[config.mk]
export PLATFORM = sky130hd
export DESIGN_NAME = fwd_scoreboard
export DESIGN_NICKNAME = d
export VERILOG_FILES = /design/src/rtl/fwd_scoreboard.sv
export SDC_FILE = /design/constraint.sdc
export NUM_CORES = 1
export LEC_CHECK = 0
export BUFFER_PORTS_ARGS = -buffer_cell sky130_fd_sc_hd__buf_2
export CAP_MARGIN = 30
export CORE_MARGIN = 2
export CORE_UTILIZATION = 49
export DETAILED_ROUTE_END_ITERATION = 12
export GPL_ROUTABILITY_DRIVEN = 0
export GPL_TIMING_DRIVEN = 0
export HOLD_SLACK_MARGIN = 0.02
export PLACE_DENSITY = 0.75
export SLEW_MARGIN = 20
export SYNTH_ARGS = -nofsm -noshare
export SYNTH_HDL_FRONTEND = slang
export SYNTH_SLANG_ARGS = --single-unit
[constraint.sdc]
create_clock -name clk -period 2.1 [get_ports clk]
set_clock_uncertainty 0.1 [all_clocks]
set_input_delay 0.315 -clock clk [delete_from_list [all_inputs] [get_ports clk]]
set_output_delay 0.315 -clock clk [all_outputs]
set_load 0.01 [all_outputs]
[src/rtl/fwd_scoreboard.sv]
// Forwarding/interlock scoreboard at EX entry: per-operand bypass selects and load-use stall.
// Optional FWD_STALL_CNT_EN adds a saturating 32-bit stall_cnt output.
module fwd_scoreboard #(
    parameter  int NUM_STAGES = 2,
    parameter  int REG_AW     = 5,
    parameter  int LAT_W      = 2,
    localparam int SEL_W      = $clog2(NUM_STAGES + 1)
) (
    input  logic                  clk,
    input  logic                  rst,
    input  logic                  hold,
    input  logic                  flush,
    input  logic                  issue_valid,
    input  logic [REG_AW-1:0]     issue_rs,
    input  logic [REG_AW-1:0]     issue_rt,
    input  logic                  issue_use_rs,
    input  logic                  issue_use_rt,
    input  logic                  issue_we,
    input  logic [REG_AW-1:0]     issue_rd,
    input  logic [LAT_W-1:0]      issue_lat,
    output logic                  stall,
    output logic [SEL_W-1:0]      fwd_a_sel,
    output logic [SEL_W-1:0]      fwd_b_sel,
    output logic [NUM_STAGES-1:0] occupancy
`ifdef FWD_STALL_CNT_EN
    ,
    output logic [31:0]           stall_cnt
`endif
);

    // Tracker entry per stage: index 1 is youngest (one cycle past issue).
    logic              v_q   [1:NUM_STAGES];
    logic [REG_AW-1:0] rd_q  [1:NUM_STAGES];
    logic [SEL_W-1:0]  rdy_q [1:NUM_STAGES];

    logic              stall_req_a;
    logic              stall_req_b;
    logic [SEL_W-1:0]  lat_eff;
    logic              insert;

    // Returns {stall_request, select}; only the youngest matching stage is considered.
    function automatic logic [SEL_W:0] resolve(input logic used, input logic [REG_AW-1:0] r);
        logic             found;
        logic             req;
        logic [SEL_W-1:0] sel;
        found = 1'b0;
        req   = 1'b0;
        sel   = '0;
        if (used && r != '0) begin
            for (int s = 1; s <= NUM_STAGES; s++) begin
                if (!found && v_q[s] && rd_q[s] == r) begin
                    found = 1'b1;
                    if (rdy_q[s] <= SEL_W'(s)) sel = SEL_W'(s);
                    else                       req = 1'b1;
                end
            end
        end
        return {req, sel};
    endfunction

    always_comb begin
        {stall_req_a, fwd_a_sel} = resolve(issue_use_rs, issue_rs);
        {stall_req_b, fwd_b_sel} = resolve(issue_use_rt, issue_rt);
        stall = issue_valid & ~flush & (stall_req_a | stall_req_b);
    end

    always_comb begin
        // NOTE: every branch assigns lat_eff so no latch is inferred.
        if (issue_lat == '0)
            lat_eff = SEL_W'(1);
        else if (int'(issue_lat) > NUM_STAGES)
            lat_eff = SEL_W'(NUM_STAGES);
        else
            lat_eff = SEL_W'(issue_lat);
    end

    assign insert = issue_valid & ~stall & ~flush & issue_we & (issue_rd != '0);

    always_comb begin
        occupancy = '0;
        for (int s = 1; s <= NUM_STAGES; s++) occupancy[s-1] = v_q[s];
    end

    // Reset clears every entry (tiny register array, not a RAM), including mid-stall.
    always_ff @(posedge clk) begin
        if (rst) begin
            for (int s = 1; s <= NUM_STAGES; s++) begin
                v_q[s]   <= 1'b0;
                rd_q[s]  <= '0;
                rdy_q[s] <= '0;
            end
        end else if (!hold) begin
            for (int s = NUM_STAGES; s >= 2; s--) begin
                v_q[s]   <= v_q[s-1];
                rd_q[s]  <= rd_q[s-1];
                rdy_q[s] <= rdy_q[s-1];
            end
            v_q[1]   <= insert;
            rd_q[1]  <= issue_rd;
            rdy_q[1] <= lat_eff;
        end
    end

`ifdef FWD_STALL_CNT_EN
    always_ff @(posedge clk) begin
        if (rst)
            stall_cnt <= '0;
        else if (stall && !hold && stall_cnt != '1)
            stall_cnt <= stall_cnt + 32'd1;
    end
`endif

endmodule

# Yosys cells after proc, flatten, opt, wreduce, memory -nomap -nowiden
# Memory sizes are Yosys's and may differ from the RTL's.
# Index checks and enable logic that the tools add are counted.
# word_totals
n_memories	3
ram_bits	16
ff_bits	0
elab_cells	74
out_inout_bits	7
input_bits	25
# memory_table
name	depth	width	read_ports	rd_ports_with_merged_regs	wr	line	source
rd_q	2	5	2	0	2	33	logic [REG_AW-1:0] rd_q [1:NUM_STAGES];
rdy_q	2	2	2	0	2	34	logic [SEL_W-1:0] rdy_q [1:NUM_STAGES];
v_q	2	1	2	0	2	32	logic v_q [1:NUM_STAGES];
# op_classes
eq_ne	4
reduce_logical	14
mux	35
n_lt_le_gt_ge	3
bitwise_logic	15
# ops
cell	n
$mux 1	22
$mux 2	11
$eq 5x5->1	4
$reduce_bool 5->1	3
$mux 5	2
$logic_and 1x1->1	8
$or 1x1->1	7
$and 1x1->1	6
$gt 2x2->1 const B	1
$le 2x1->1 const B	1
$le 2x2->1 const B	1
$logic_not 1->1	2
$logic_not 2->1	1
$not 1->1	2

# Longest topological paths before layout
# Gate-level depths: netlist of the first run.
# An unclocked memory read counts as a cell.
# logic_depth
depth_word	18
mapped_depth	6
depth_no_buf	6

# Least setup slack after synthesis of the first run
# OpenSTA, ideal clock, no wires.
# synth_timing
kind	register -> output
start	memory rd_q[1][1]
end	output port fwd_b_sel[1]
path_stages_with_launch	6
path_buffers	0
path_slack_ps	189
required_ps	1685
arrival_ps	1496
path_cell_list	edfxtp_1 > xor2_1 > nor4_1 > and3_4 > or4_4 > nor3_2
# synth_rtl
element	line	source
start, declared	33	
end, declared	23	output logic [SEL_W-1:0] fwd_b_sel,

==> results of run 1 <==
-- state kept, by name, summed over array words and instances, names as in the netlist --
register  count
rd_q         10
rdy_q         4
v_q           2
-- per-layer routing --
layer	part of all wire (%)	global-route usage [%]
met4	0.69	7.14
met2	54	32.2
met3	5.5	3.37
met5	0	0
met1	40	22.0
-- worst paths after layout --
check	to	slack, ps
worst max-delay path	fwd_b_sel[1]	-390
worst min-delay path	rdy_q[1][0]$_SDFFCE_PN0P_	220
worst max register to register	v_q[1]$_DFFE_PP_	140
worst min register to register	rdy_q[2][0]$_SDFFCE_PN0P_	430
-- per-stage QoR --
stage               TNS [ps]  hold slack, ps
CTS                     -970             223
floorplan                  0             397
finish                 -1120             222
detailed placement      -102             412
global placement       -22.4             405
global route           -1650             220
-- layout make-up --
| cell class | count | area [um2] | area share [%] |
|---|---|---|---|
| buffer | 3 | 18.8 | 1.52 |
| clock buffer | 3 | 22.5 | 1.83 |
| inverter | 1 | 3.75 | 0.305 |
| multi-input combinational | 69 | 507 | 41.2 |
| sequential | 16 | 480 | 39.0 |
| tap | 27 | 33.8 | 2.74 |
| timing repair buffer | 32 | 165 | 13.4 |
-- what timing repair did --
item / in CTS / in global routing
buffers inserted: 1 / 1
setup endpoints to repair: 5 / 5
pin swaps: 5 / 2
gates resized for setup: 1 / 2
-- Yosys cell counts, drive strengths merged (2+ instances only) --
master,count,share of area [%]
nor3,7,4.0
nand3,3,1.5
mux2i,2,2.0
nor4,3,1.9
and2,14,8.8
and3,2,1.8
o21ai,2,1.0
buf,2,1.5
nand2,3,1.1
nor2,2,0.76
xnor2,5,4.4
or4,4,3.4
xor2,15,13
edfxtp,16,48
-- where the power goes --
| group | internal, mW | switching, mW | total, mW | leakage, nW |
|---|---|---|---|---|
| sequential | 0.377 | 0.0204 | 0.397 | 0.175 |
| combinational | 0.0575 | 0.0576 | 0.115 | 0.336 |
| clock | 0.0664 | 0.0842 | 0.151 | 0.0138 |
-- cell families after synthesis --
family / synth area share (%)
DFF: 48.4
xor gates and xnor gates: 17.6
buffers and inverters: 2.27
AOI/OAI and AO/OA: 2.65
muxes: 2.02
and+or+nand+nor: 27.1
==> summary.md, run 1 <==
| Metric | Value |
|---|---|
| Status | `finished, violations left` |
| Failing checks | `setup timing` |
| Post-layout min period | `2490 ps` |
| Most frequent cells in the layout | `buf_2, edfxtp_1, xor2_1, and2_1, nor3_1` |
| Worst setup margin | `-388 ps` |
| Hold Path Cell Cnt | `2` |
| CTS max path bufs | `2` |
| GR Overflow Total | `0` |
| CTS buffer count | `3` |
| Clk_lat worst skew | `280 ps` |
| # placed instances | `146` |
| Req. time, crit path | `1680 ps` |
| Worst path slowest cell | `or4_4` |
| Final total power | `663 uW` |
| Fin crit share | `118%` |
| Async SR Flop Fraction | `0%` |
| Clk slew on worst S/H paths | `90 ps` |
| Crit path launch type | `flop` |
| P_leak | `0.524 nW` |
| Dpl hpwl | `1560 um` |
| Count of final setup violators | `5` |
| Diode count | `0` |
| Synth unique cells | `26` |
| CTS tree | `yes` |
| Avg Cell Area, Syn | `11.2 um2` |
| DRC errors left | `0` |
| Initial Utilization | `51.2%` |
| Max cap viols | `0` |
| Hold Vio Cnt, Final | `0` |
| Total die area | `2400 um2` |
| Post-synthesis cell area | `993 um2` |
| Worst Path Arrival | `2070 ps` |
| Vias in the first global route | `835` |
| Setup crit start | `rd_q[1][1]$_SDFFCE_PN0P_` |
| Most common cell after layout, fill and taps aside | `buf_2` |
| Critical path capture point type | `output pin` |
| Root Buffer | `clkbuf_4` |
| Hold Path Origin | `issue_lat[1]` |
| Core area | `1940 um2` |
| Clock sink total | `16` |
| Peak VDD IR | `396 uV` |
| Gate count of the mapped netlist | `89` |
| Die width | `49.0 um` |
| Tot GR Track Use | `18.2%` |
| Actual slew at the worst max-slew pin | `693 ps` |
| Unrepaired setup endpoints after global routing | `yes` |
| Final wirelength | `1880 um` |
| Vias | `780` |
| WL/cell | `12.5 um` |
| EDFF count, synth | `16` |
| Fin nets | `151` |
| Place WS | `-102 ps` |
| Register area share after synthesis | `48.4%` |
| Pre-antenna DRT Iters | `4` |
| Worst path cell trace | `buf_4 -> xor2_1 -> nor4_1 -> and3_4 -> or4_4 -> nor3_2 -> buf_2` |
| Reg2Reg Launch Point | `rd_q[1][1]$_SDFFCE_PN0P_` |
| Slew Viols, Final | `0` |
| # fillers | `172` |
| Register bit total from synthesis | `16` |
| IO buf count | `30` |
| Core Rows | `16` |
| Top FF cell, synth | `edfxtp_1` |
| Post-route ant nets | `0` |
| Fin cells | `151` |
| Critical path type | `flop to output pin` |
| Hold_buf cts | `0` |
| P per Cell Area | `538 nW/um2` |
| Initial DRC Count | `9` |
| Buf/Inv on CP | `2` |
| Final instance area | `1230 um2` |
| Family with the most delay on the worst path | `simple AND/OR/NAND/NOR gates` |
| Synth-to-Final Area Change | `23.9%` |
| Placed Area | `1180 um2` |
| Pin count of the biggest net entering global routing | `17` |
| Max FO, Critical Path | `3` |
| Yosys warns | `0` |
| Chip Height | `49.0 um` |
| H-Tree Depth | `1` |
| Max Clk Rate | `402 MHz` |
| Relative slew slack | `53.8%` |
| Worst r2r path cells | `7` |
| I/O pin total | `32` |
| Global-route wire length before repair | `3320 um` |
| Avg Vias per Cell | `5.17` |
| Levels on crit path | `7` |
| Crit path largest cell delay | `530 ps` |
| Syn_nets | `114` |
| Antenna violations before repair | `0` |
| Final Core Density | `63.4%` |
| HP Class | `input pin to flop` |
| Layout cells sized above 1 | `34.7%` |
Note: power is estimated with default switching activity, not from simulation.
==> run 2, diff against run 1 <==
--- a/config.mk
+++ b/config.mk
@@ -7,14 +7,13 @@
 export LEC_CHECK = 0
 export BUFFER_PORTS_ARGS = -buffer_cell sky130_fd_sc_hd__buf_2
 export CAP_MARGIN = 30
-export CORE_MARGIN = 2
+export CORE_MARGIN = 10
 export CORE_UTILIZATION = 49
 export DETAILED_ROUTE_END_ITERATION = 12
 export GPL_ROUTABILITY_DRIVEN = 0
 export GPL_TIMING_DRIVEN = 0
 export HOLD_SLACK_MARGIN = 0.02
 export PLACE_DENSITY = 0.75
-export SLEW_MARGIN = 20
 export SYNTH_ARGS = -nofsm -noshare
 export SYNTH_HDL_FRONTEND = slang
 export SYNTH_SLANG_ARGS = --single-unit
==> run 2 against run 1 <==
Against the previous run: the run still ends with setup timing left; die area up 76%; non-clock buffer count up 1; fmax grew 0.87%; power is 0.10% higher; setup slack improved by 21 ps; combinational power about the same; global-route usage shrank 7.9 points; routed wire length up 14%; clock-buffer cell count stayed put.
==> summary.md, run 2 (synthesized netlist as in run 1, its figures left out) <==
| Metric | Value |
|---|---|
| Comb power frac | `17.2% (-0.2 points)` |
| WL/cell | `14.2 um (+13%)` |
| Slew Viols, Final | `0 (unchanged)` |
| Sw frac | `24.6% (+0.10 points)` |
| Initial Utilization | `51.2% (unchanged)` |
| Largest registers | `rd_q x10, rdy_q x4, v_q x2` |
| Pre-antenna DRT Iters | `4 (unchanged)` |
| Worst Path Arrival | `2050 ps (-20 ps)` |
| Fin cells | `152 (+0.66%)` |
| Diode count | `0 (unchanged)` |
| Layout cells sized above 1 | `36.8% (+2.1 points)` |
| Clk_lat worst skew | `270 ps (about the same)` |
| Global-route wire length before repair | `3530 um (+6.4%)` |
| Switching power | `163 uW (+0.53%)` |
| Final total power | `664 uW (+0.10%)` |
| Int Power | `501 uW (about the same)` |
| Worst setup margin | `-366 ps (+21.4 ps)` |
| Initial DRC Count | `24 (+15)` |
| I/O pin total | `32 (unchanged)` |
| Fin crit share | `117% (-1.0 points)` |
| Final Core Density | `64.3% (+0.90 points)` |
| Root Buffer | `clkbuf_4` |
| H-Tree Depth | `1 (unchanged)` |
| Setup crit start | `rd_q[1][1]$_SDFFCE_PN0P_` |
| GR Overflow Total | `0 (unchanged)` |
| Count of final setup violators | `4 (-1)` |
| DRC errors left | `0 (unchanged)` |
| Fin nets | `152 (+0.66%)` |
| Clock sink total | `16 (unchanged)` |
| HP Class | `input pin to flop` |
| Max FO, Critical Path | `3 (unchanged)` |
| CTS max path bufs | `2 (unchanged)` |
| Core Rows | `16 (unchanged)` |
| Clk slew on worst S/H paths | `90 ps (about the same)` |
| Vias | `774 (-0.77%)` |
| P_leak | `0.537 nW (+2.4%)` |
| Sequential share of power | `59.8% (about the same)` |
| Most common cell after layout, fill and taps aside | `buf_2` |
| Crit path launch type | `flop` |
| Req. time, crit path | `1680 ps (about the same)` |
| Post-route ant nets | `0 (unchanged)` |
| Status | `finished, violations left` |
| Unrepaired setup endpoints after global routing | `yes` |
| Actual slew at the worst max-slew pin | `729 ps (+36.0 ps)` |
| Tot GR Track Use | `10.4% (-7.9 points)` |
| Critical path capture point type | `output pin` |
| Post-layout min period | `2470 ps (-21.4 ps)` |
| Chip Height | `65.0 um (+33%)` |
| IO buf count | `30 (unchanged)` |
| P per Cell Area | `531 nW/um2 (-1.3%)` |
| Final wirelength | `2150 um (+14%)` |
| Die width | `65.0 um (+33%)` |
| Place WS | `-92.0 ps (+9.97 ps)` |
| Synth-to-Final Area Change | `25.7%` |
| Max Clk Rate | `405 MHz (+0.87%)` |
| Most frequent cells in the layout | `buf_2, edfxtp_1, xor2_1, and2_1` |
| Peak VDD IR | `455 uV (+15%)` |
| Dpl hpwl | `1800 um (+15%)` |
| CTS tree | `yes` |
| Hold_buf cts | `0 (unchanged)` |
| # placed instances | `146 (unchanged)` |
| Clk network pwr share | `22.9% (+0.2 points)` |
| Reg with most FFs | `rd_q` |
| Relative slew slack | `51.4% (-2.4 points)` |
| Max cap viols | `0 (unchanged)` |
| CTS buffer count | `3 (unchanged)` |
| Hold Vio Cnt, Final | `0 (unchanged)` |
| Core area | `1940 um2 (unchanged)` |
| Critical path type | `flop to output pin` |
| Vias in the first global route | `839 (+0.48%)` |
| Reg2Reg Launch Point | `rd_q[1][1]$_SDFFCE_PN0P_` |
| Pin count of the biggest net entering global routing | `17 (unchanged)` |
| Antenna violations before repair | `0 (unchanged)` |
| Hold WS | `219 ps (-3.60 ps)` |
| Total die area | `4230 um2 (+76%)` |
| Avg Vias per Cell | `5.09 (-1.4%)` |
| Largest register FFs | `10 (unchanged)` |
| Failing checks | `setup timing` |
| Hold Path Origin | `issue_lat[1]` |
==> run 2: stage by stage <==
stage | area, um2 | setup TNS, ps
after floorplan | 993 | 0
after global placement | 1180 | -19.6
after detailed placement | 1180 | -92.0
after CTS | 1220 | -750
after global routing | 1250 | -1270
final | 1250 | -758
==> run 2: power by group through the flow <==
stage	clock [mW]	combinational, mW	sequential [mW]
6_report	0.152	0.114	0.397
5_1_grt	0.169	0.127	0.401
4_1_cts	0.157	0.114	0.397
3_5_place_dp	0	0.109	0.405
3_3_place_gp	0	0.106	0.404
2_1_floorplan	0	0.0652	0.399
==> run 2: cell type report <==
class | instances | area [um2]
well taps | 27 | 33.8
inverters | 1 | 3.75
multi-input cells | 69 | 517
flip-flops and latches | 16 | 480
plain buffers | 3 | 18.8
clock buffers | 3 | 22.5
repair buffers | 33 | 173
fillers | 172 | 693
==> run 2: critical path: stages (launching register included) <==
cell and delay (ps):
edfxtp_1 430, xor2_1 180, nor4_1 280, and3_4 250, mux2i_2 230, o2bb2ai_2 100, and3b_1 170, buf_2 130
==> run 2: routing by layer <==
metal,vias to the layer above,wire length (um),GRT usage [%]
met3,2,164,3.61
li1,392,-,-
met1,353,956,11.3
met5,-,0,0
met2,27,1010,17.6
met4,0,15,4.81
==> run 2: path summary, 6_finish.rpt <==
| path | end | slack (ps) | cells past startpoint |
|---|---|---|---|
| setup / recovery | stall | -370 | 7 |
| setup reg to reg | v_q[1]$_DFFE_PP_ | 160 | 7 |
| hold / removal | rdy_q[1][0]$_SDFFCE_PN0P_ | 220 | 2 |
| hold reg to reg | rdy_q[2][0]$_SDFFCE_PN0P_ | 450 | 1 |
==> run 2: timing repair <==
action	4_1_cts	5_1_grt
resized for setup	2	3
buffers inserted	2	2
pin swaps	7	4
endpoints found under the setup margin	4	6
